$ cat src/rtl/tx_pkt_adapter.sv
// -----------------------------------------------------------------------------
// tx_pkt_adapter
//
// Purpose:
//   Upstream feeder for the transmit enqueue stage. It converts a user-side
//   64-bit valid/ready packet stream with byte keeps into the MAC packet
//   interface (pkt_tx_data/val/sop/eop/mod).
//   - pkt_tx_full and tx_enable only gate the *start* of a packet. Once a
//     packet has begun, it always runs to completion.
//   - It keeps wrap-around packet and byte statistics.
//   - It flags malformed keep patterns by toggling a status bit.
//
// Ports:
//   clk_156m25          in   MAC transmit clock
//   reset_156m25_n      in   asynchronous active-low reset
//   s_data[63:0]        in   user data; byte 0 = bits [7:0], first on wire
//   s_keep[7:0]         in   byte valid mask; bit i qualifies byte i
//   s_last              in   final beat of packet
//   s_valid             in   beat present
//   s_ready             out  beat accepted when s_valid && s_ready at edge
//   tx_enable           in   permit start of new packets
//   pkt_tx_full         in   downstream almost-full; blocks new packet start
//   pkt_tx_data[63:0]   out  registered data
//   pkt_tx_val          out  registered beat valid
//   pkt_tx_sop          out  first beat of packet
//   pkt_tx_eop          out  last beat of packet
//   pkt_tx_mod[2:0]     out  valid bytes in eop beat mod 8 (0 = all 8)
//   stat_pkt_cnt        out  packets forwarded (counted at eop)
//   stat_byte_cnt       out  bytes forwarded
//   status_keep_err_tog out  toggles once per malformed beat
// -----------------------------------------------------------------------------
module tx_pkt_adapter #(
  parameter int CNT_W = 32
) (
  input  logic              clk_156m25,
  input  logic              reset_156m25_n,
  input  logic [63:0]       s_data,
  input  logic [7:0]        s_keep,
  input  logic              s_last,
  input  logic              s_valid,
  output logic              s_ready,
  input  logic              tx_enable,
  input  logic              pkt_tx_full,
  output logic [63:0]       pkt_tx_data,
  output logic              pkt_tx_val,
  output logic              pkt_tx_sop,
  output logic              pkt_tx_eop,
  output logic [2:0]        pkt_tx_mod,
  output logic [CNT_W-1:0]  stat_pkt_cnt,
  output logic [CNT_W-1:0]  stat_byte_cnt,
  output logic              status_keep_err_tog
);

  typedef enum logic [0:0] {
    ST_IDLE = 1'b0,
    ST_PKT  = 1'b1
  } state_t;

  state_t r_state;
  state_t w_state_next;

  logic             w_ready;
  logic             w_accept;
  logic             w_sop;
  logic [7:0]       w_prefix;
  logic [3:0]       w_run_len;
  logic [2:0]       w_mod;
  logic             w_keep_err;
  logic [3:0]       w_byte_inc;

  logic [63:0]      r_data;
  logic             r_val;
  logic             r_sop;
  logic             r_eop;
  logic [2:0]       r_mod;
  logic [CNT_W-1:0] r_pkt_cnt;
  logic [CNT_W-1:0] r_byte_cnt;
  logic             r_keep_err_tog;

  // ---------------------------------------------------------------------------
  // Keep decoding.
  // w_prefix[i] is set only when keep bits 0..i are all ones. The number of
  // set prefix bits is the length of the contiguous run starting at byte 0.
  // The keep is contiguous-from-bit-0 exactly when w_prefix equals s_keep.
  // ---------------------------------------------------------------------------
  genvar gi;
  generate
    for (gi = 0; gi < 8; gi = gi + 1) begin : g_prefix
      assign w_prefix[gi] = &s_keep[gi:0];
    end
  endgenerate

  always_comb begin
    w_run_len = 4'd0;
    for (int i = 0; i < 8; i++) begin
      w_run_len = w_run_len + {3'd0, w_prefix[i]};
    end
  end

  // A run of 8 wraps to mod 0, which means "all bytes valid".
  assign w_mod = s_last ? w_run_len[2:0] : 3'd0;

  assign w_keep_err = s_last ? ((s_keep == 8'h00) || (w_prefix != s_keep))
                             : (s_keep != 8'hFF);

  // An empty or malformed last beat with mod 0 still counts as 8 bytes.
  assign w_byte_inc = (!s_last || (w_mod == 3'd0)) ? 4'd8 : {1'b0, w_mod};

  // ---------------------------------------------------------------------------
  // FSM: state register
  // ---------------------------------------------------------------------------
  always_ff @(posedge clk_156m25 or negedge reset_156m25_n) begin
    if (!reset_156m25_n) begin
      r_state <= ST_IDLE;
    end else begin
      r_state <= w_state_next;
    end
  end

  // ---------------------------------------------------------------------------
  // FSM: next state and ready.
  // Ready depends only on state and the gates, never on s_valid.
  // ---------------------------------------------------------------------------
  always_comb begin
    w_state_next = r_state;
    w_ready      = 1'b0;
    w_sop        = 1'b0;
    case (r_state)
      ST_IDLE: begin
        w_ready = tx_enable && !pkt_tx_full;
        w_sop   = 1'b1;
        if (s_valid && w_ready && !s_last) begin
          w_state_next = ST_PKT;
        end
      end
      ST_PKT: begin
        // A started packet always drains, whatever the downstream gates say.
        w_ready = 1'b1;
        if (s_valid && s_last) begin
          w_state_next = ST_IDLE;
        end
      end
      default: begin
        w_state_next = ST_IDLE;
      end
    endcase
  end

  assign s_ready  = w_ready;
  assign w_accept = s_valid && w_ready;

  // ---------------------------------------------------------------------------
  // Output beat register and statistics.
  // Data holds its last value between beats; markers are cleared.
  // ---------------------------------------------------------------------------
  always_ff @(posedge clk_156m25 or negedge reset_156m25_n) begin
    if (!reset_156m25_n) begin
      r_data         <= 64'd0;
      r_val          <= 1'b0;
      r_sop          <= 1'b0;
      r_eop          <= 1'b0;
      r_mod          <= 3'd0;
      r_pkt_cnt      <= '0;
      r_byte_cnt     <= '0;
      r_keep_err_tog <= 1'b0;
    end else begin
      r_val <= w_accept;
      if (w_accept) begin
        r_data     <= s_data;
        r_sop      <= w_sop;
        r_eop      <= s_last;
        r_mod      <= w_mod;
        r_byte_cnt <= r_byte_cnt + {{(CNT_W-4){1'b0}}, w_byte_inc};
        if (s_last) begin
          r_pkt_cnt <= r_pkt_cnt + {{(CNT_W-1){1'b0}}, 1'b1};
        end
        if (w_keep_err) begin
          r_keep_err_tog <= ~r_keep_err_tog;
        end
      end else begin
        r_sop <= 1'b0;
        r_eop <= 1'b0;
        r_mod <= 3'd0;
      end
    end
  end

  assign pkt_tx_data         = r_data;
  assign pkt_tx_val          = r_val;
  assign pkt_tx_sop          = r_sop;
  assign pkt_tx_eop          = r_eop;
  assign pkt_tx_mod          = r_mod;
  assign stat_pkt_cnt        = r_pkt_cnt;
  assign stat_byte_cnt       = r_byte_cnt;
  assign status_keep_err_tog = r_keep_err_tog;

endmodule

$ cat config.mk
export PLATFORM = sky130hd
export DESIGN_NAME = tx_pkt_adapter
export DESIGN_NICKNAME = d
export VERILOG_FILES = /design/src/rtl/tx_pkt_adapter.sv
export SDC_FILE = /design/constraint.sdc
export NUM_CORES = 1
export LEC_CHECK = 0
export ABC_AREA = 1
export BUFFER_PORTS_ARGS = -buffer_cell sky130_fd_sc_hd__buf_2
export CAP_MARGIN = 20
export CORE_ASPECT_RATIO = 1.4
export CORE_MARGIN = 5
export CORE_UTILIZATION = 56
export DETAILED_ROUTE_END_ITERATION = 7
export PLACE_DENSITY = 0.89
export SYNTH_ARGS = -nofsm -noshare
export SYNTH_HDL_FRONTEND = slang
export SYNTH_SLANG_ARGS = --single-unit
$ cat constraint.sdc
create_clock -name clk_156m25 -period 4.35 [get_ports clk_156m25]
set_input_delay 0.6525 -clock clk_156m25 [delete_from_list [all_inputs] [get_ports clk_156m25]]
set_output_delay 0.6525 -clock clk_156m25 [all_outputs]
set_load 0.01 [all_outputs]
### Word level (Yosys, flattened, before mapping)

Index checks and enable logic that the tools add are counted.
Widths: inputs -> output; s select.

* bits in registers: 136
* bits of input ports: 78
* word-level logic and storage cells: 53

* add/subtract/negate cells: 9
* eq/ne operators: 2
* muxes and demuxes: 11
* bitwise operators: 2
* reduce and logical (&&, ||, !) cells: 20

Operator list (number)
* $add 32x1->32 const B: 1
* $add 32x4->32: 1
* $add 3x1->3: 5
* $logic_not 8->1: 1
* $ne 8x8->1 const B: 1
* $reduce_and 8->1: 1
* $ne 7x7->1: 1
* $reduce_and 7->1: 1
* $mux 1: 6
* $mux 3: 2
* $reduce_and 2->1: 3
* $reduce_and 6->1: 1
* $logic_and 1x1->1: 5
* $reduce_and 5->1: 1
* $mux 4: 1
* $pmux 1 s2: 2
* $reduce_and 4->1: 1
* $add 2x1->3: 1
* $logic_not 3->1: 1
* $reduce_and 3->1: 1
* $add 1x1->2: 1
* $logic_not 1->1: 2
* $logic_or 1x1->1: 2
* $not 1->1: 2

### Depth between registers and ports, before layout

Gate-level depths: netlist of the first run.

* depth after elaboration: 13
* gate-level depth with buffers: 24
* depth with buffers taken out: 24

### Least setup slack after synthesis of the first run

Ideal clock, no wire load.

* kind: input to register
* from: in s_keep[3]
* to: reg r_byte_cnt[18], in the netlist stat_byte_cnt[18]
* setup time: 0.113 ns
* arrival time: 4.047 ns
* setup slack: 0.190 ns
* stages: 20
* path buffers: 0
* path through: nand2_1 > nor2_1 > nand3_1 > fa_1 > inv_1 > fa_1 > ha_1 > inv_1 > fa_1 > nor2_1 > inv_1 > fa_1 > nor2_1 > nor2_2 > nor2_4 > nand3_4 > inv_2 > nand3_1 > nand2_1 > inv_1

* cells in the longest elaborated chain, start to end: 11

Ends and longest elaborated chain
* start, declared: line 38 `input logic [7:0] s_keep,`
* $reduce_and 4->1: line 89 `assign w_prefix[gi] = &s_keep[gi:0];`
* $add 3x1->3 (4 in a row): line 96 `w_run_len = w_run_len + {3'd0, w_prefix[i]};`
* $add 3x1->3 *: line 96
* $mux 3 *: line 101 `assign w_mod = s_last ? w_run_len[2:0] : 3'd0;`
* $logic_not 3->1: line 107 `assign w_byte_inc = (!s_last || (w_mod == 3'd0)) ? 4'd8 : {1'b0, w_mod};`
* $logic_or 1x1->1: line 107
* $mux 4 *: line 107
* $add 32x4->32 *: line 173 `r_byte_cnt <= r_byte_cnt + {{(CNT_W-4){1'b0}}, w_byte_inc};`
* end signal, assigned: line 173
* end, declared: line 77 `logic [CNT_W-1:0] r_byte_cnt;`

Every way passes the cells marked *; elsewhere a longest branch is shown, timed or not.
A chain may end at the register's enable or synchronous reset.

### Final worst setup path of the first run

* from: in s_keep[1]
* to: reg r_byte_cnt[23], in the netlist stat_byte_cnt[23]

* cells in the longest elaborated chain, start to end: 13

Ends and longest elaborated chain (line)
* $reduce_and 2->1: 89
* $add 1x1->2: 96
* $add 2x1->3: 96
* $add 3x1->3 (4 in a row): 96
* $add 3x1->3 *: 96
* $mux 3 *: 101
* $logic_not 3->1: 107
* $logic_or 1x1->1: 107
* $mux 4 *: 107
* $add 32x4->32 *: 173

Marked as above.

==> results of run 1 <==
through the flow:
| stage | hold WS (ns) | util, % | instances | setup WS [ns] | area, sq um |
|---|---|---|---|---|---|
| 3_3_place_gp | 0.4088 | 67.56 | 1287 | -0.03434 | 8358 |
| 3_5_place_dp | 0.4252 | 67.56 | 1287 | -0.2013 | 8358 |
| 4_1_cts | 0.3926 | 72.61 | 1319 | 0.1992 | 8984 |
| 5_1_grt | 0.4183 | 72.97 | 1319 | 0.006332 | 9027 |
| 2_1_floorplan | 0.3569 | - | 928 | 0.1897 | 7074 |
| 6_report | 0.3471 | 72.99 | 1320 | 0.2522 | 9030 |
cell type report:
type | instances | area [sq um] | area share (%)
Clock inverter | 13 | 182.7 | 2.023
Multi-Input combinational cell | 706 | 3371 | 37.33
Timing Repair Buffer | 229 | 1192 | 13.20
Clock buffer | 19 | 442.9 | 4.905
Sequential cell | 136 | 3403 | 37.69
Antenna cell | 1 | 2.502 | 0.02771
Tap cell | 150 | 187.7 | 2.078
Inverter | 66 | 247.7 | 2.744
placed cells by master, fill, tap and decap left out, types with 7 or more instances in the layout:
cell type,instances
buf_2,212
nor2_4,9
o21ai_0,9
nor2_1,94
nand2_1,443
nand4_1,11
nand3_1,23
xnor2_1,12
dfrtp_1,136
buf_4,16
nor2_2,14
clkbuf_16,17
ha_1,7
xor2_1,23
nand2_2,10
nand3b_1,8
inv_1,62
where the power goes:
part | internal [mW] | switching, mW
Clock | 0.939 | 0.591
Sequential | 1.46 | 0.175
Combinational | 0.348 | 0.543
routing by layer:
layer | track usage, % | vias up
met5 | 0 | -
met4 | 13.40 | 2
met3 | 6.422 | 76
met2 | 46.78 | 322
met1 | 31.36 | 3239
li1 | - | 3306
sequential cells by signal (all words and copies together), names as in the netlist:
name,flops
stat_pkt_cnt,32
pkt_tx_eop,1
stat_byte_cnt,32
pkt_tx_mod,3
status_keep_err_tog,1
pkt_tx_val,1
pkt_tx_sop,1
r_state,1
pkt_tx_data,64
worst register-to-register path: stages, from the launching register on:
cell and delay (ns):
dfrtp_1 0.35, inv_1 0.07, nand2_2 0.10, nand2_2 0.36, inv_2 0.46, buf_4 0.62
o21ai_0 0.19, nand2_1 0.09
kinds of logic after synthesis:
logic type               Yosys count
XOR/XNOR                          37
AND/OR/NAND/NOR                  634
AO/OA/AOI/OAI                     24
buffers and inverters             86
adder cells (fa/ha/maj)           11
flip-flops                       136
final timing paths:
check | from | endpoint | slack [ns] | depth (start not counted)
hold / removal | reset_156m25_n | pkt_tx_data[57]$_DFFE_PN0P_ | 0.35 | 1
setup / recovery | s_keep[1] | stat_byte_cnt[23]$_DFFE_PN0P_ | 0.25 | 22
max in group asynchronous | reset_156m25_n | stat_pkt_cnt[2]$_DFFE_PN0P_ | 2.98 | 2
hold reg to reg | r_state$_DFF_PN0_ | pkt_tx_sop$_DFF_PN0_ | 0.43 | 1
min in group clk_156m25 | s_data[26] | pkt_tx_data[26]$_DFFE_PN0P_ | 0.43 | 3
setup reg to reg | r_state$_DFF_PN0_ | stat_byte_cnt[24]$_DFFE_PN0P_ | 2.05 | 7
timing repair:
item,4_1_cts,5_1_grt
resized for setup,0,11
endpoints found under the hold margin,0,0
hold buffers,0,0
endpoints found under the setup margin,0,26
==> results.yml, run 1 <==
drt:
  wire_per_inst_um: 15.20
  first_iter_violations: 360
  antenna_left: 0
  drt_wl_total_um: 20070
  first_pass_iters: 6
  route.detailed.drc: 0
  vias: 6945
  wl_met1_um: 7352
  dr_wl_met2_um: 10350
  top_layer: "met5"
  viasPerCell: 5.261
  wl_met3_um: 1444
synth:
  synth-simple-area-share_pct: 38.06
  synth-edff-count: 0
  synth.most_common_cell: "nand2_1"
  synth_ff_type: "dfrtp_1"
  synth_compound_area_share_pct: 1.910
  synth_cells: 928
  synth-xor-area-share_pct: 4.687
  synth_top_family_by_area: "simple AND/OR/NAND/NOR gates"
  synthMuxAreaShare_pct: 0
  yosys-top-cells-count: "nand2_1, dfrtp_1, nor2_1"
  postSynth.asyncResetShare_pct: 100.0
  synth_fa_ha_area_share_pct: 2.370
  synth_area_leaders: "dfrtp_1, nand2_1, nor2_1"
  synth_cell_types: 36
  yosysTopAreaCell: "dfrtp_1"
  syn_nets: 1017
  synth_top_area_share_pct: 48.11
  netlist_area_sq_mm: 0.007074
  yosys_register_bits: 136
  yosysSeqAreaShare_pct: 48.11
  yosysWarnings: 0
  syn_area_per_cell_sq_um: 7.623
placement:
  dp_hpwl_um: 14470
  routabilityCongestion: 0.9123
  port_buffers: 213
floorplan:
  ios: 214
  initial_utilization_pct: 57.18
  core_area_sq_mm: 0.01237
  fp.dieArea_sq_mm: 0.01501
  die_y_um: 143.0
  die_w_um: 105.0
  num_rows: 48
worst_hold_path:
  holdCritPathClass: "in2async"
timing:
  final.period_utilization_pct: 94.20
  min_period_ns: 4.098
  fmaxAchievable_ghz: 0.2440
  maxSlewViolCount: 0
  skew_ns: 0.01315
  max_slew_margin_pct: 37.99
  finalSetupTns_ns: 0
  max_slew.worst_pin.slew_ns: 0.9302
  rsz0062_at_grt: "false"
  finalSetupViolCount: 0
  hold_viol_final: 0
power_and_ir_drop:
  power.leakage_nw: 4.942
  cellPowerDensity_mw_per_mm2: 449.2
  p_total_mw: 4.056
  ir_drop_mv: 0.3006
global_routing:
  antenna_found_initial: 1
  grt_pass1_vias: 6955
  grt_max_degree: 104
  gr-total-overflow: 0
  grt_usage_pct: 27.03
  grt_pass1_wl_um: 32890
final_layout:
  layout-drive-gt1-share_pct: 26.69
  fill_cells: 926
  fin_nets: 1245
  synthToLayoutAreaGrowth_pct: 27.64
critical_path:
  critPathMaxStageDelay_ns: 0.51
  crit_family: "adder cells"
  cp.arrival_ns: 4.40
  cp-end-kind: "flop"
  critPathSlowestCell: "fa_1"
  cp.required_ns: 4.65
  crit_chain: "buf_2 -> nand2_1 -> nor2_2 -> nand3_2 -> fa_1 -> inv_1 -> fa_1 -> ha_1 -> inv_1 -> fa_2 -> nor2_2 -> nor3_2 -> ha_1 -> nand2_2 -> nor2_2 -> nand2_1 -> nand3_4 -> nand3_4 -> nor2_4 -> nand2_1 -> nand2_1 -> nand2_1"
  cp_num_buf_inv: 3
  cp-start-kind: "input pin"
  crit_top_cell: "nand2_1"
  critPathKind: "in2reg"
  crit_fanout: 4
cts:
  root_buffer: "clkbuf_16"
  htree_levels: 4
  clock-sinks: 136
  clock_latency_ns: 0.41
  cts_buffer_depth: 2
  clk_pin_slew_ns: 0.06
  cts_tree: "built"
  cts_buffers: 17
  post_cts_buffers: 0
run:
  drv_cap: 0
outcome:
  status: "finished clean"
Note: power is estimated with default switching activity, not from simulation.
==> run 2: changes to the inputs <==
Settings changed: CTS_BUF_LIST from default to sky130_fd_sc_hd__clkbuf_4 sky130_fd_sc_hd__clkbuf_8 sky130_fd_sc_hd__clkbuf_16.
==> run 2 against run 1 <==
Effect of this change: clock-buffer cell count is the same; critical path depth is 1 higher; register-to-register slack hardly changed; core utilization about the same; cell count did not move; clock skew down 0.00089 ns; first-iteration DRC count grew 13%; critical endpoint unchanged.
==> results.yml, run 2 (synthesis results as in run 1) <==
outcome:
  status: "finished clean"
timing:
  rsz0062_at_grt: "false"
  finalSetupViolCount: 0
  skew_ns: 0.01226
  fin_worst_hold_slack_ns: 0.3463
  finalSetupTns_ns: 0
  fmaxAchievable_ghz: 0.2439
  final.period_utilization_pct: 94.24
  min_period_ns: 4.099
  maxSlewViolCount: 0
  hold_viol_final: 0
  max_slew_margin_pct: 38.25
  max_slew.worst_pin.slew_ns: 0.9262
critical_path:
  cp-start-kind: "input pin"
  cp_num_buf_inv: 3
  rr_worst_depth: 7
  critPathMaxStageDelay_ns: 0.53
  critPathKind: "in2reg"
  r2r_start: "r_state$_DFF_PN0_"
  r2r_end: "stat_byte_cnt[24]$_DFFE_PN0P_"
  cp.required_ns: 4.65
  crit_chain: "buf_2 -> nand2_1 -> nor2_2 -> nand3_2 -> fa_1 -> inv_1 -> fa_1 -> ha_1 -> inv_1 -> fa_2 -> xor2_2 -> nor2_2 -> nor3_2 -> ha_1 -> nand2_2 -> nor2_2 -> nand2_1 -> nand3_4 -> nand3_4 -> nor2_4 -> nand2_1 -> nand2_1 -> nand2_1"
  crit_family: "adder cells"
  cp-startpoint: "s_keep[1]"
  critPathSlowestCell: "fa_1"
  path_depth: 23
  cp-end-kind: "flop"
  crit_top_cell: "nand2_1"
  crit_fanout: 4
  cp.arrival_ns: 4.40
  endpoint: "stat_byte_cnt[23]$_DFFE_PN0P_"
  r2r_slack_ns: 2.05
drt:
  viasPerCell: 5.269
  vias: 6955
  first_iter_violations: 408
  wire_per_inst_um: 15.26
  route.detailed.drc: 0
  first_pass_iters: 5
  antenna_left: 0
  drt_wl_total_um: 20140
run:
  drv_cap: 0
floorplan:
  initial_utilization_pct: 57.18
  num_rows: 48
  die_y_um: 143.0
  ios: 214
  die_w_um: 105.0
  core_area_sq_mm: 0.01237
  fp.dieArea_sq_mm: 0.01501
cts:
  cts_buffer_depth: 2
  cts_buffers: 17
  cts_tree: "built"
  clock_latency_ns: 0.41
  htree_levels: 4
  clk_pin_slew_ns: 0.06
  clock-sinks: 136
  cts.hold.buffers_added: 0
  root_buffer: "clkbuf_16"
final_layout:
  final_common_cell: "nand2_1"
  final_cells: 1320
  final_cell_mix: "nand2_1, buf_2, dfrtp_1"
  largest_reg_flops: 64
  synthToLayoutAreaGrowth_pct: 27.70
  fin_area_sq_mm: 0.009034
  layout-drive-gt1-share_pct: 26.78
  fin_nets: 1245
power_and_ir_drop:
  power.leakage_nw: 4.946
  ir_drop_mv: 0.3021
  cellPowerDensity_mw_per_mm2: 450.1
placement:
  dp_hpwl_um: 14470
  routabilityCongestion: 0.9123
  port_buffers: 213
  placed_cells: 1287
  place_area_sq_mm: 0.008358
global_routing:
  use_met2_pct: 46.88
  gr-total-overflow: 0
  grt_max_degree: 104
  grt_usage_pct: 27.06
  grt_pass1_vias: 6957
  grt_pass1_wl_um: 32930
  antenna_found_initial: 1
  top_usage_layer: "met2"
  use_met3_pct: 6.422
  met1_usage_pct: 31.36
worst_hold_path:
  holdCritPathClass: "in2async"
-- run 2: layer usage --
| metal | share of wire, % | up-vias |
|---|---|---|
| met2 | 52 | 314 |
| met5 | 0.035 | - |
| met1 | 37 | 3257 |
| li1 | - | 3308 |
| met4 | 4.4 | 2 |
| met3 | 6.6 | 74 |
-- run 2: how the worst min path moves through the flow --
| stage | start | endpoint | slack [ns] |
|---|---|---|---|
| after CTS | reset_156m25_n | pkt_tx_val$_DFF_PN0_ | 0.39 |
| after floorplan | reset_156m25_n | pkt_tx_data[0]$_DFFE_PN0P_ | 0.36 |
| final | reset_156m25_n | pkt_tx_data[57]$_DFFE_PN0P_ | 0.35 |
| after global routing | reset_156m25_n | pkt_tx_data[8]$_DFFE_PN0P_ | 0.42 |
| after global placement | r_state$_DFF_PN0_ | pkt_tx_sop$_DFF_PN0_ | 0.41 |
| after detailed placement | r_state$_DFF_PN0_ | pkt_tx_sop$_DFF_PN0_ | 0.43 |
-- run 2: timing repair --
action | CTS | global route
buffers inserted | 0 | 0
resized for setup | 0 | 11
endpoints found under the setup margin | 0 | 26
-- run 2: through the flow --
step	total power, mW	util, %	worst slack [ns]
2_1_floorplan	2.094	-	0.1897
3_3_place_gp	2.495	67.56	-0.03434
3_5_place_dp	2.524	67.56	-0.2013
4_1_cts	4.071	72.64	0.1992
5_1_grt	4.276	73.00	0.006566
6_report	4.066	73.02	0.2506
-- run 2: final cells by class --
class / count / area [sq um]
Sequential cell: 136 / 3403
Multi-Input combinational cell: 706 / 3371
Fill cell: 929 / 3338
Timing Repair Buffer: 229 / 1192
Clock buffer: 19 / 446.7
Inverter: 66 / 247.7
Tap cell: 150 / 187.7
Clock inverter: 13 / 182.7
Antenna cell: 1 / 2.502
-- run 2: worst register-to-register path: stages (launching register included) --
cell and delay, ns:
dfrtp_1 0.35, inv_1 0.07, nand2_2 0.10, nand2_2 0.36, inv_2 0.46, buf_4 0.62
o21ai_0 0.19, nand2_1 0.09
-- run 2: where the power goes --
part / switching, mW / total [mW] / internal [mW]
clock: 0.595 / 1.54 / 0.946
combinational: 0.542 / 0.891 / 0.348
sequential: 0.175 / 1.64 / 1.46
==> run 3: changes to the inputs <==
Settings changed: CORE_UTILIZATION 56 to 47, PLACE_DENSITY 0.89 to 0.8.
Clock period 4.35 ns to 3.6 ns, I/O delays scaled along.
==> run 3 against run 2 <==
Effect of this change: the run now ends with negative setup slack left; clock skew shrank 0.0026 ns; wire length up 0.39%; sequential share of layout area fell by 1.8 points; critical endpoint unchanged.
==> results.yml, run 3 (synthesis results as in run 1) <==
power_and_ir_drop:
  internal_power_mw: 3.514
  netSwitchingFraction_pct: 31.29
  p_sw_mw: 1.600
  p_seq_share_pct: 38.6
  clock_power_share_pct: 38.3
  power.leakage_nw: 5.089
  ir_drop_mv: 0.3253
  p_total_mw: 5.114
  p_comb_share_pct: 23.0
  cellPowerDensity_mw_per_mm2: 539.4
drt:
  drt_wl_total_um: 20220
  route.detailed.drc: 0
  antenna_left: 0
  first_pass_iters: 5
  viasPerCell: 4.991
  first_iter_violations: 430
  wire_per_inst_um: 14.69
  vias: 6872
global_routing:
  grt_pass1_wl_um: 33140
  grt_pass1_vias: 6905
  grt_max_degree: 121
  gr-total-overflow: 0
  grt_usage_pct: 23.47
  antenna_found_initial: 1
cts:
  cts_buffers: 17
  clock-sinks: 136
  cts_buffer_depth: 2
  htree_levels: 4
  cts_tree: "built"
  clock_latency_ns: 0.42
  root_buffer: "clkbuf_16"
  clk_pin_slew_ns: 0.07
timing:
  hold_viol_final: 0
  fmaxAchievable_ghz: 0.2659
  maxSlewViolCount: 0
  final.period_utilization_pct: 104.5
  finalSetupViolCount: 28
  fin_worst_hold_slack_ns: 0.3132
  max_slew.worst_pin.slew_ns: 0.8904
  rsz0062_at_grt: "true"
  max_slew_margin_pct: 40.64
  fin_ws_ns: -0.1610
  skew_ns: 0.009627
  min_period_ns: 3.761
critical_path:
  cp.arrival_ns: 4.06
  cp-end-kind: "flop"
  cp.required_ns: 3.90
  critPathSlowestCell: "fa_1"
  critPathKind: "in2reg"
  cp-start-kind: "input pin"
  critPathMaxStageDelay_ns: 0.50
  crit_fanout: 5
  crit_chain: "buf_8 -> nand2_8 -> nor2_4 -> nand3_2 -> fa_1 -> inv_1 -> fa_1 -> ha_2 -> inv_2 -> fa_2 -> xor2_2 -> nor2_4 -> nor3_2 -> ha_1 -> nand2_2 -> nor2_4 -> nand2_2 -> nand3_4 -> nand3_4 -> nor2_4 -> nand2_1 -> nand2_1 -> nand2_1"
  crit_top_cell: "nor2_4"
outcome:
  violations: "negative setup slack"
  status: "complete, but fails checks"
final_layout:
  final_cell_mix: "nand2_1, buf_2, dfrtp_1"
  final_cells: 1377
  final_common_cell: "nand2_1"
  layout-drive-gt1-share_pct: 30.55
  fin_nets: 1261
  final_core_util_pct: 63.54
  largest_reg_flops: 64
  synthToLayoutAreaGrowth_pct: 34.01
  antennaDiodeCount: 0
worst_hold_path:
  holdCritPathClass: "in2reg"
placement:
  routabilityCongestion: 0.9390
  port_buffers: 213
  dp_hpwl_um: 14620
  placed_cells: 1339
floorplan:
  ios: 214
  die_w_um: 113.7
  num_rows: 53
  initial_utilization_pct: 47.41
  core_area_sq_mm: 0.01492
  die_y_um: 155.2
  fp.dieArea_sq_mm: 0.01764
run:
  drv_cap: 0
run 3: cell count changes in the layout (fill, tap and decap cells not counted), moves of 6 or more:
| cell | before | now |
|---|---|---|
| buf_4 | 16 | 25 |
| buf_6 | 1 | 7 |
| nand2_1 | 443 | 427 |
| nand2_2 | 10 | 24 |
| nor2_1 | 94 | 88 |
| nor2_4 | 9 | 16 |
run 3: final timing paths:
| check | cells past startpoint | from | slack (ns) | endpoint |
|---|---|---|---|---|
| worst max-delay path | 23 | s_keep[1] | -0.16 | stat_byte_cnt[23]$_DFFE_PN0P_ |
| min in group asynchronous | 2 | reset_156m25_n | 0.56 | stat_byte_cnt[16]$_DFFE_PN0P_ |
| worst min-delay path | 3 | s_data[37] | 0.31 | pkt_tx_data[37]$_DFFE_PN0P_ |
| worst min register to register | 1 | r_state$_DFF_PN0_ | 0.43 | pkt_tx_sop$_DFF_PN0_ |
| max in group asynchronous | 4 | reset_156m25_n | 2.07 | pkt_tx_data[21]$_DFFE_PN0P_ |
| worst max register to register | 7 | r_state$_DFF_PN0_ | 1.62 | stat_pkt_cnt[21]$_DFFE_PN0P_ |
run 3: metrics by stage:
step / setup WS [ns] / setup TNS (ns) / cell area [sq um]
floorplan: -0.3009 / -5.280 / 7123
finish: -0.1610 / -2.278 / 9480
detailed placement: -0.7784 / -19.43 / 8547
global route: -0.3476 / -7.537 / 9480
CTS: -0.1359 / -1.446 / 9373
global placement: -0.6174 / -15.40 / 8547
run 3: final cells by class:
type	count	area [sq um]
Clock buffer	19	446.7
Timing Repair Buffer	245	1395
Multi-Input combinational cell	706	3528
Inverter	66	250.2
Clock inverter	13	216.5
Tap cell	192	240.2
Fill cell	1254	5440
Sequential cell	136	3403
run 3: power by group through the flow:
stage | combinational [mW] | sequential (mW) | clock (mW)
2_1_floorplan | 0.456 | 2.08 | 0
3_3_place_gp | 1.06 | 1.98 | 0
3_5_place_dp | 1.08 | 1.99 | 0
4_1_cts | 1.16 | 1.97 | 1.99
5_1_grt | 1.30 | 2.01 | 2.06
6_report | 1.18 | 1.98 | 1.96
run 3: routing by layer:
| metal | track usage (%) | vias to the layer above | share of wire, % |
|---|---|---|---|
| met1 | 27.36 | 3188 | 38 |
| li1 | - | 3340 | - |
| met4 | 12.14 | 2 | 4.6 |
| met2 | 40.72 | 272 | 52 |
| met3 | 4.436 | 70 | 5.4 |
| met5 | 0 | - | 0.064 |
run 3: critical path: cells and delay by family:
kind          cells  cell delay [ns]
fa+ha+maj         5             1.87
simple gates     14             1.30
buf+inv           3             0.18
xor+xnor          1             0.17
run 3: timing repair:
action                                 CTS  global route
cloned                                   0             0
hold buffers                             0             1
gates resized for setup                 41            18
endpoints found under the hold margin    0             5
setup buffers                            3             2
setup endpoints to repair               29            29
pin swaps                               25             5
